**src/rtl/dac_stream_sched.sv**
```systemverilog
// dac_stream_sched: DAC output sequencer.
// Divides clk into the DAC clock and runs an IDLE/WARMUP/RUN/STOPPING
// state machine. Every DAC period (slot) presents one sample on dout,
// taken from an internal ramp or from an external valid/ready stream.
module dac_stream_sched #(
  parameter int unsigned              DOUT_WIDTH     = 14,
  parameter int unsigned              DAC_CLK_FACTOR = 8,
  parameter int unsigned              WARMUP_PERIODS = 2,
  parameter logic [DOUT_WIDTH-1:0]    RAMP_STEP      = DOUT_WIDTH'(1)
) (
  input  logic                  clk,
  input  logic                  rst,
  input  logic                  start,
  input  logic                  stop,
  input  logic                  src_sel,
  input  logic [DOUT_WIDTH-1:0] s_data,
  input  logic                  s_valid,
  output logic                  s_ready,
  output logic                  dac_clk,
  output logic [DOUT_WIDTH-1:0] dout,
  output logic                  busy,
  output logic                  underrun,
  output logic [15:0]           underrun_cnt
);

  if (DAC_CLK_FACTOR < 2 || (DAC_CLK_FACTOR % 2) != 0) begin : g_bad_factor
    $error("dac_stream_sched: DAC_CLK_FACTOR must be even and >= 2");
  end

  localparam int unsigned PW = (DAC_CLK_FACTOR > 2) ? $clog2(DAC_CLK_FACTOR) : 1;
  localparam int unsigned WC = (WARMUP_PERIODS > 1) ? $clog2(WARMUP_PERIODS) : 1;

  localparam logic [PW-1:0]         PH_LAST = PW'(DAC_CLK_FACTOR - 1);
  localparam logic [PW-1:0]         PH_HALF = PW'(DAC_CLK_FACTOR / 2);
  localparam logic [WC-1:0]         WLAST   = WC'((WARMUP_PERIODS > 0) ? WARMUP_PERIODS - 1 : 0);
  localparam logic [DOUT_WIDTH-1:0] MID     = {1'b1, {(DOUT_WIDTH-1){1'b0}}};

  typedef enum logic [1:0] {IDLE, WARMUP, RUN, STOPPING} state_e;

  state_e                state_q, state_d;
  logic [PW-1:0]         ph_q, ph_d;
  logic [WC-1:0]         warm_q, warm_d;
  logic                  pend_q, pend_d;
  logic                  src_q, src_d;
  logic [DOUT_WIDTH-1:0] ramp_q, ramp_d;
  logic [DOUT_WIDTH-1:0] dout_q, dout_d;
  logic                  dac_clk_q, dac_clk_d;
  logic                  underrun_q, underrun_d;
  logic [15:0]           ucnt_q, ucnt_d;

  logic                  last_ph;
  logic                  next_is_run;
  logic                  fire;
  logic                  src_eff;
  logic [DOUT_WIDTH-1:0] ramp_base;

  // Fetch strobe is a pure function of registered state, never of s_valid.
  assign last_ph     = (ph_q == PH_LAST);
  assign next_is_run = (state_q == RUN) || ((state_q == WARMUP) && (warm_q == WLAST));
  assign s_ready     = next_is_run && last_ph && src_q && !pend_q;
  assign fire        = s_ready && s_valid;

  // On the accepting start cycle the latched source/ramp are not yet visible.
  assign src_eff   = (state_q == IDLE) ? src_sel : src_q;
  assign ramp_base = (state_q == IDLE) ? '0 : ramp_q;

  assign busy         = (state_q != IDLE);
  assign dac_clk      = dac_clk_q;
  assign dout         = dout_q;
  assign underrun     = underrun_q;
  assign underrun_cnt = ucnt_q;

  // Next-state: FSM transitions, phase counter, sample selection and outputs.
  always_comb begin
    state_d = state_q;
    ph_d    = ph_q;
    warm_d  = warm_q;
    pend_d  = pend_q;
    src_d   = src_q;
    ramp_d  = ramp_q;
    dout_d  = dout_q;

    unique case (state_q)
      IDLE: begin
        if (start) begin
          src_d   = src_sel;
          ramp_d  = '0;
          warm_d  = '0;
          pend_d  = 1'b0;
          state_d = (WARMUP_PERIODS == 0) ? RUN : WARMUP;
        end
      end
      WARMUP: begin
        if (stop) pend_d = 1'b1;
        if (last_ph) begin
          if (pend_q) begin
            state_d = STOPPING;
            pend_d  = 1'b0;
          end else if (warm_q == WLAST) begin
            state_d = RUN;
          end else begin
            warm_d = warm_q + 1'b1;
          end
        end
      end
      RUN: begin
        if (stop) pend_d = 1'b1;
        if (last_ph && pend_q) begin
          state_d = STOPPING;
          pend_d  = 1'b0;
        end
      end
      STOPPING: begin
        if (last_ph) state_d = IDLE;
      end
      default: state_d = IDLE;
    endcase

    if (state_q == IDLE || state_d == IDLE) ph_d = '0;
    else                                    ph_d = last_ph ? '0 : ph_q + 1'b1;

    // dout only moves when the next cycle is a slot start (ph=0).
    if (state_d == IDLE) begin
      dout_d = '0;
    end else if (ph_d == '0) begin
      unique case (state_d)
        WARMUP, STOPPING: dout_d = MID;
        RUN: begin
          if (!src_eff) begin
            dout_d = ramp_base;
            ramp_d = ramp_base + RAMP_STEP;
          end else if (fire) begin
            dout_d = s_data;
          end
        end
        default: ;
      endcase
    end

    dac_clk_d  = (state_d != IDLE) && (ph_d >= PH_HALF);
    underrun_d = s_ready && !s_valid;
    ucnt_d     = (underrun_d && ucnt_q != 16'hFFFF) ? ucnt_q + 16'd1 : ucnt_q;
  end

  // State and output registers with synchronous reset.
  always_ff @(posedge clk) begin
    if (rst) begin
      state_q    <= IDLE;
      ph_q       <= '0;
      warm_q     <= '0;
      pend_q     <= 1'b0;
      src_q      <= 1'b0;
      ramp_q     <= '0;
      dout_q     <= '0;
      dac_clk_q  <= 1'b0;
      underrun_q <= 1'b0;
      ucnt_q     <= '0;
    end else begin
      state_q    <= state_d;
      ph_q       <= ph_d;
      warm_q     <= warm_d;
      pend_q     <= pend_d;
      src_q      <= src_d;
      ramp_q     <= ramp_d;
      dout_q     <= dout_d;
      dac_clk_q  <= dac_clk_d;
      underrun_q <= underrun_d;
      ucnt_q     <= ucnt_d;
    end
  end

endmodule

```
**config.mk**
```make
export PLATFORM = sky130hd
export DESIGN_NAME = dac_stream_sched
export DESIGN_NICKNAME = d
export VERILOG_FILES = /design/src/rtl/dac_stream_sched.sv
export SDC_FILE = /design/constraint.sdc
export NUM_CORES = 1
export LEC_CHECK = 0
export ABC_AREA = 1
export CAP_MARGIN = 30
export CORE_MARGIN = 5
export CORE_UTILIZATION = 55
export CTS_CLUSTER_DIAMETER = 50
export DETAILED_ROUTE_END_ITERATION = 8
export PLACE_DENSITY = 0.84
export SLEW_MARGIN = 30
export SYNTH_ARGS = -nofsm -noshare
export SYNTH_HDL_FRONTEND = slang
export SYNTH_SLANG_ARGS = --single-unit
```
**constraint.sdc**
```tcl
create_clock -name clk -period 4.8 [get_ports clk]
set_input_delay 0.72 -clock clk [delete_from_list [all_inputs] [get_ports clk]]
set_output_delay 0.72 -clock clk [all_outputs]
set_load 0.02 [all_outputs]
```
==> reports/qor.yml <==
cts.repair.resized: 0
p_per_area_mw_per_mm2: 540.6
report.final.slew_viol_count: 0
wl_per_cell_um: 13.14
syn2layout_area_growth_pct: 17.17
die_area_sq_mm: 0.008455
grt_pass1_vias: 3706
p_leak_nw: 1.802
crit_arrival_ns: 2.47
power.total_w: 0.002339
drc_errors: 0
min_period_ns: 3.190
grt_pass1_wl_um: 16340
fp.dieW_um: 91.95
clk-insertion-delay-late_ns: 0.32
synth_area_sq_mm: 0.003694
core_sq_mm: 0.006459
ys_ff_latch: 54
synth_area_leader_cell: "dfxtp_1"
worst_pin_slew_ns: 0.7831
clock-sinks: 54
cp_max_fo: 20
layout_common_cells: "198 x nand2_1, 79 x nor2_1, 72 x inv_1"
diodes: 0
final_nets: 675
clk_pin_slew_ns: 0.10
portBuffers: 53
postSynthAreaPerCell_sq_um: 6.085
dr.pass1.iters: 5
post_cts_buffers: 0
hold_viol: 0
max_slew_margin_pct: 47.68
grt_max_degree: 36
grt_overflow_total: 0
min_period_over_period_pct: 66.45
cts_made_buffers: 5
vdd_drop_max_mv: 0.2356
netlist.area_leader.share_pct: 29.27
clock-root-buffer: "clkbuf_8"
wl_um: 9510
fmax_mhz: 313.5
tritoncts: "yes"
antenna_found_initial: 0
hold_buffers: 0
rows: 29
crit_required_ns: 4.08
drtAntennaViolNets: 0
dpl-instance-area_sq_mm: 0.004195
htreeDepth: 2
via_per_inst: 5.425
boundaryPins: 54
critPathLaunchType: "flop"
dp_hpwl_um: 7032
final_area_sq_mm: 0.004328
layout-drive-gt1-share_pct: 6.801
setup_tns_ns: 0
syn-num-nets: 636
synth_area_leaders: "dfxtp_1 29%, nand2_1 20%, nor2_1 8.0%, inv_1 7.3%, nand3_1 6.2%"
layout_commonest_cell: "nand2_1"
gr-usage-all-layers_pct: 22.96
fin_ws_ns: 1.610
pre_cts_slack_ns: 1.642
cts_buffer_depth: 2
maxCapViolations: 0
gp_congestion: 0.8884
vias: 3928
rsz0062_at_grt: "false"
critPathKind: "flop to output pin"
initial_core_util_pct: 57.19
fin_skew_ns: 0.01189
worstSetupEndpointType: "output pin"
setup_viol: 0
ys_seq_area_share_pct: 29.27
ys_types: 39
synth_warnings: 0
netlist_instances: 607
drt_iter0_markers: 272
min_path_type: "flop to flop"
die_h_um: 91.95
status: "completed"
-- layout make-up --
class                      instances  area [sq um]
sequential                        54          1081
clock buffer                       6         82.58
inverter                          84         317.8
tap                               77         96.34
multi-input combinational        446          2162
fill                             577          2131
clock inverter                     2         38.79
timing repair buffer              55         549.3
-- cells by family (layout without fill, tap and decap cells) --
family	after synthesis	count (layout)	synth area share (%)
simple gates	356	356	41.46
buf+inv	107	147	12.20
compound gates	75	75	12.60
flops	54	54	29.27
fa+ha+maj	9	9	3.049
xor+xnor	6	6	1.423
-- stage by stage --
stage	hold slack (ns)	instances	util (%)
after floorplan	0.5155	607	-
after global placement	0.4675	715	64.96
after detailed placement	0.4733	715	64.96
after CTS	0.4916	723	66.83
after global routing	0.5285	724	67.01
final	0.4924	724	67.01
-- final timing paths --
kind,from,endpoint,slack [ns],cells past startpoint
setup reg to reg,state_q[0],dout[2],1.72,12
hold / removal,underrun_cnt[14],underrun_cnt[14],0.49,2
setup / recovery,state_q[0],busy,1.61,4
hold reg to reg,underrun_cnt[14],underrun_cnt[14],0.49,2
-- layer usage --
| layer | part of all wire, % | routed length, um | track usage, % | vias up |
|---|---|---|---|---|
| met2 | 47 | 4489 | 39.11 | 144 |
| met3 | 6.4 | 609 | 4.173 | 26 |
| met4 | 2.4 | 225 | 7.550 | 0 |
| met5 | 0 | 0 | 0 | - |
| li1 | - | - | - | 1973 |
| met1 | 44 | 4185 | 29.35 | 1785 |
-- synthesized netlist by cell type, drive strengths merged --
library cell  number
a211oi             1
a21oi             33
a31oi              1
buf               13
clkbuf            10
clkinv             1
dfxtp             54
ha                 9
inv               83
nand2            206
nand3             48
nand4              8
nor2              85
nor3               9
o2111ai            1
o211ai             3
o21a               2
o21ai             31
o21bai             1
o311ai             1
o31ai              1
xnor2              1
xor2               5
-- registers in the layout, indices dropped and copies added (netlist names), 2 cells and up --
register	cells
dout	14
underrun_cnt	16
ramp_q	14
ph_q	3
state_q	2
-- where the power goes --
group | internal [W] | leakage [nW] | total (W) | switching [W]
combinational | 0.000435 | 1.30 | 0.00147 | 0.00103
sequential | 0.000503 | 0.438 | 0.000541 | 0.0000378
clock | 0.000172 | 0.0618 | 0.000333 | 0.000161
total | 0.00111 | 1.80 | 0.00234 | 0.00123
-- worst max-delay path, stage by stage, from the launching register on --
cell,delay [ns]
dfxtp_1,0.36
inv_1,0.10
ha_1,0.63
inv_2,0.40
clkdlybuf4s50_1,0.65
(Power assumes the default switching activity.)
